==> config.mk <==
export PLATFORM = sky130hd
export DESIGN_NAME = serial_adder
export DESIGN_NICKNAME = d
export VERILOG_FILES = /design/src/rtl/serial_adder_pkg.sv /design/src/rtl/serial_adder_fa.sv /design/src/rtl/serial_adder.sv
export SDC_FILE = /design/constraint.sdc
export NUM_CORES = 1
export LEC_CHECK = 0
export ABC_AREA = 1
export CAP_MARGIN = 5
export CORE_UTILIZATION = 55
export DETAILED_ROUTE_END_ITERATION = 6
export GPL_ROUTABILITY_DRIVEN = 1
export PLACE_DENSITY = 0.83
export SETUP_SLACK_MARGIN = 0.3
export SLEW_MARGIN = 40
export SYNTH_ARGS = -nofsm -noshare
export SYNTH_HDL_FRONTEND = slang
export SYNTH_SLANG_ARGS = --single-unit
==> constraint.sdc <==
create_clock -name clk -period 1.95 [get_ports clk]
set_input_delay 0.4875 -clock clk [delete_from_list [all_inputs] [get_ports clk]]
set_output_delay 0.4875 -clock clk [all_outputs]
set_load 0.005 [all_outputs]
==> src/rtl/serial_adder_pkg.sv <==
// Shared definitions for the bit-serial adder: FSM state encoding and default width.
package serial_adder_pkg;

   typedef enum logic [1:0] {
      ST_IDLE  = 2'd0,
      ST_SHIFT = 2'd1,
      ST_DONE  = 2'd2
   } state_t;

   localparam int WIDTH_DEF = 8;

endpackage

==> src/rtl/serial_adder_fa.sv <==
// One-bit full adder; the only arithmetic element of the serial adder datapath.
module serial_adder_fa (
   input  logic a,
   input  logic b,
   input  logic cin,
   output logic sum,
   output logic cout
);

   assign sum  = a ^ b ^ cin;
   assign cout = (a & b) | (a & cin) | (b & cin);

endmodule

==> src/rtl/serial_adder.sv <==
// Bit-serial WIDTH-bit adder: one full adder, operands shifted LSB-first,
// carry fed back through a register, result committed after WIDTH cycles.
module serial_adder
   import serial_adder_pkg::*;
#(
   parameter  int WIDTH = WIDTH_DEF,
   localparam int CNT_W = $clog2(WIDTH + 1)
) (
   input  logic             clk,
   input  logic             rst_n,
   input  logic             start,
   input  logic [WIDTH-1:0] a,
   input  logic [WIDTH-1:0] b,
   input  logic             cin,
   output logic             busy,
   output logic             done,
   output logic [WIDTH-1:0] sum,
   output logic             cout
);

   state_t           state;
   logic [WIDTH-1:0] a_sh;
   logic [WIDTH-1:0] b_sh;
   logic [WIDTH-1:0] acc;
   logic             carry;
   logic [CNT_W-1:0] cnt;
   logic             fa_sum;
   logic             fa_cout;

   serial_adder_fa u_fa (
      .a    (a_sh[0]),
      .b    (b_sh[0]),
      .cin  (carry),
      .sum  (fa_sum),
      .cout (fa_cout)
   );

   always_ff @(posedge clk) begin
      if (!rst_n) begin
         state <= ST_IDLE;
         a_sh  <= '0;
         b_sh  <= '0;
         acc   <= '0;
         carry <= 1'b0;
         cnt   <= '0;
         sum   <= '0;
         cout  <= 1'b0;
      end else begin
         case (state)
            ST_IDLE: begin
               if (start) begin
                  a_sh  <= a;
                  b_sh  <= b;
                  carry <= cin;
                  cnt   <= '0;
                  state <= ST_SHIFT;
               end
            end
            ST_SHIFT: begin
               // Result bits arrive LSB-first, so they enter at the MSB and walk down.
               acc   <= {fa_sum, acc[WIDTH-1:1]};
               carry <= fa_cout;
               a_sh  <= a_sh >> 1;
               b_sh  <= b_sh >> 1;
               cnt   <= cnt + CNT_W'(1);
               if (cnt == CNT_W'(WIDTH - 1)) begin
                  sum   <= {fa_sum, acc[WIDTH-1:1]};
                  cout  <= fa_cout;
                  state <= ST_DONE;
               end
            end
            ST_DONE: state <= ST_IDLE;
            default: state <= ST_IDLE;
         endcase
      end
   end

   assign busy = (state == ST_SHIFT);
   assign done = (state == ST_DONE);

endmodule
* Word-level counts from Yosys, hierarchy flattened *
Index checks and enable logic that the tools add are counted.

storage, ports and cells
  bits in registers = 40
  word-level logic and storage cells = 37

operators by class
  reductions and logical operators = 5
  mux-type cells = 11
  add/subtract/negate cells = 1
  eq/ne operators = 5
  bitwise operators = 7

operators by type and width
  operator                                                number
  one-hot mux 8 bit (2 select lines)                      2
  2-to-1 mux 8 bit                                        2
  one-hot mux 4 bit (2 select lines)                      1
  AND reduction 2 bit                                     3
  adder 4 x 1 -> 4 bit (second input constant)            1
  equality test 4 x 3 -> 1 bit (second input constant)    1
  2-to-1 mux 2 bit                                        2
  2-to-1 mux 4 bit                                        1
  one-hot mux 2 bit (2 select lines)                      1
  AND 1 bit                                               3
  equality test 2 x 1 -> 1 bit (second input constant)    1
  equality test 2 bit (second input constant)             1
  zero test 2 bit                                         1
  inequality test 2 x 1 -> 1 bit (second input constant)  1
  inequality test 2 bit (second input constant)           1
  OR 1 bit                                                2
  one-hot mux 1 bit (2 select lines)                      1
  nonzero test 2 bit                                      1
  XOR 1 bit                                               2
  2-to-1 mux 1 bit                                        1

* Depth between registers and ports, before layout *
  word-level depth = 4
  mapped depth = 7
  gate-level depth less buffers = 6

* Hierarchy *
A second synthesis with hierarchy kept.

second synthesis, totals
  cell total of the unflattened synthesis = 251
  area, all modules = 1689.1 um^2

by module, submodules not included
  module           cells an instance  area an instance (um^2)  instances
  serial_adder     250                1669.1                   1
  serial_adder_fa  1                  20.0                     1

* Least setup slack after synthesis *
OpenSTA, ideal clock, no wires.

  path type = register to output
  from = register state[0]
  to = output busy
  buffers on the path = 1
  stages on the path, launching flop included = 4
  arrival time = 704 ps
  data required time = 1462 ps
  path slack = 758 ps
  cell sequence = dfxtp_1 inv_2 nor2_4 buf_4

on the way
  word-level cells in the longest chain between the ends = 1

ends and longest elaborated chain
  what                          line                RTL
  start: declaration            serial_adder.sv:21  state_t state;
  start signal: assignment      serial_adder.sv:40  state <= ST_IDLE;
  start signal: assignment      serial_adder.sv:56  state <= ST_SHIFT;
  start signal: assignment      serial_adder.sv:69  state <= ST_DONE;
  equality test 2 x 1 -> 1 bit  serial_adder.sv:78  assign busy = (state == ST_SHIFT);
  end: declaration              serial_adder.sv:15  output logic busy,

No other way between the ends.

* Worst setup path after layout *
  from = register state[1]
  to = output done

on the way
  word-level cells in the longest chain between the ends = 1

ends and longest elaborated chain
  what                 line                RTL
  equality test 2 bit  serial_adder.sv:79  assign done = (state == ST_DONE);
  end: declaration     serial_adder.sv:16  output logic done,

No other way between the ends.

==> reports/qor.txt <==
Total gr overflow - 0
Total Wirelength - 3750 um
CP endpoint kind - output pin
Critical path type - flip-flop to output pin
Final setup violation count - 0
Mapped Avg Cell Area - 7.12 sq um
Buf/Inv on CP - 2
Reg clk slew, reported paths - 0.12 ns
Worst-Skew Late Latency - 0.35 ns
Number of synthesized flops with an enable pin - 0
Final min period - 1.57 ns
Core Util, Final - 74.5%
Synth warnings - 0
Cell Area, Placed - 2050 sq um
Setup crit start - state[1]
Via density - 5.14
Worst path cell trace - inv_4 -> nor2_1 -> clkdlybuf4s15_1
CP Launch Type - flip-flop
Top cells by area, synth - dfxtp_1 45%, nand2_1 14%, nor2_1 9.8%
Gr usage total - 25.5%
Max stage delay on crit path - 0.40 ns
Cell taking the most area after synthesis - dfxtp_1
Die W - 58.1 um
Pwr/cell area - 747 nW/um^2
Failing checks - DRC
Slowest CP cell - dfxtp_4
Dpl cells - 309
Drt drc - 1
Critical path's top delay family - flip-flops
Slew HR - 66.3%
Final Skew - 0.00693 ns
Critical path fanouts, max - 3
CTS tree - built
Worst EP arrival - 1.08 ns
Fin cells - 318
Initial Utilization - 60.1%
TNS Setup - 0 ns
Final slew viol count - 0
Nets - 297
Synth Cell Area - 1730 sq um
DR pass1 iterations - 6
Worst slew pin tran - 0.503 ns
Num CTS Buffers - 5
Count leader, synth - nand2_1
Cells after Synth - 243
Hold_buf cts - 0
Period utilization - 80.4%
Worst ir drop on vdd - 566 uV
Antenna cells - 0
LEAKAGE - 0.000959 uW
Final ANT Viol Nets - 0
CORE AREA - 2880 sq um
Die area - 3370 sq um
Die height - 58.1 um
Top post-synthesis cells by count - 63 x nand2_1, 45 x nor2_1, 39 x dfxtp_1, 23 x nand3_1, 15 x inv_1
Initial antenna violation count - 0
Seq cells post-synth - 39
Synth cell types - 23
DP Wirelength - 2510 um
P&R area growth vs syn - 23.9%
Vias in the first global route - 1563
RSZ-0062 raised after global routing - no
Reg2Reg Launch Point - cnt[0]
IO Pins - 31
Clk buf depth - 2
Final Hold Viols - 0
Iteration-0 DRC Markers - 66
Hold Crit Class - flip-flop to flip-flop
Prevailing post-synth register cell - dfxtp_1
Root Buffer - clkbuf_4
Clock Sinks - 39
Non-Filler Cell Area, Final - 2140 sq um
Htree depth - 2
DR WL/cell - 11.8 um
Max Clock Freq - 638 MHz
Largest net degree at the start of global routing - 31
Post-synth net total - 265
Area share of the leading cell type in the synthesized netlist - 45.2%
Tot Pwr - 1600 uW
Num rows - 19
Seq/Total Area, Yosys - 45.2%
RePlAce Congestion - 0.777
Hold Crit Start - a_sh[7]
Ratio of cells with drive above 1 in the final layout - 14.1%
I/O Buffers - 30
FFs w/ async S/R, synth - 0%
Required @ worst endpoint - 1.46 ns
Vias - 1634
First-pass GRT wire length - 6490 um
Status - finished with violations
Max Cap Viol - 0
[per-stage QoR]
step	setup slack [ns]	hold WS [ns]
global route	0.315	0.488
detailed placement	0.203	0.441
finish	0.382	0.457
global placement	0.226	0.441
floorplan	0.758	0.426
CTS	0.0805	0.458
[area by class of cell]
class,instances,area [sq um]
sequential,39,800
tap,42,52.6
inverter,17,66.3
fill,244,734
clock buffer,8,68.8
multi-input combinational,176,818
timing repair buffer,36,337
[per-layer routing]
layer	vias up	global-route usage [%]	share of wire, %
li1	826	-	-
met1	736	30.1	43
met2	60	42.9	48
met3	12	4.69	6.4
met4	0	15.3	2.5
met5	-	0	0
[sequential cells by signal, indices dropped and copies added (netlist names)]
name,cells
b_sh,8
acc,7
state,2
cnt,4
a_sh,8
cout,1
sum,8
carry,1
[power by group]
group | internal [uW] | switching (uW)
registers | 842 | 28.1
clock network | 212 | 264
logic | 106 | 148
total | 1160 | 440
[tightest hold or removal path, cell delays in order (launching register included)]
cell,delay (ns)
dfxtp_1,0.33
nand2_1,0.05
o21ai_1,0.05
[kinds of logic after synthesis]
family | after synthesis | share of synthesized area, %
AOI/OAI and AO/OA | 20 | 5.79
and+or+nand+nor | 154 | 39.7
DFF | 39 | 45.2
adders and majority gates | 2 | 1.88
buffers and inverters | 28 | 7.53
[final timing paths]
check,slack [ns],cells past startpoint,endpoint
max reg2reg,0.45,6,sum[6]
min,0.46,2,a_sh[7]
max,0.38,3,done
min reg2reg,0.46,2,a_sh[7]
[layout by cell type, fill, tap and decap left out]
cell type / netlist / layout
o21ai_0: 11 / 11
nor3_1: 1 / 1
nor2_1: 45 / 45
buf_4: 4 / 6
clkdlybuf4s50_1: 0 / 19
dfxtp_2: 0 / 9
nand2_4: 2 / 2
nand2_1: 63 / 63
a21oi_1: 6 / 6
o21ai_1: 3 / 3
nand4_1: 3 / 3
nor2_2: 9 / 9
ha_1: 1 / 1
nand2_2: 1 / 1
inv_4: 0 / 1
dlymetal6s2s_1: 0 / 1
nand3b_1: 6 / 6
clkbuf_8: 0 / 2
inv_1: 15 / 15
clkdlybuf4s15_1: 0 / 1
nor2_4: 1 / 1
clkbuf_4: 0 / 5
inv_2: 2 / 1
fa_1: 1 / 1
nand3_1: 23 / 23
dfxtp_4: 0 / 2
dfxtp_1: 39 / 28
dlygate4sd2_1: 0 / 9
clkbuf_1: 3 / 1
[what timing repair did]
item | 4_1_cts | 5_1_grt
buffers inserted | 0 | 1
resized for setup | 22 | 4
endpoints found under the setup margin | 11 | 2
hold endpoints to repair | 0 | 0
No activity file was read; power rests on OpenSTA's default activity.
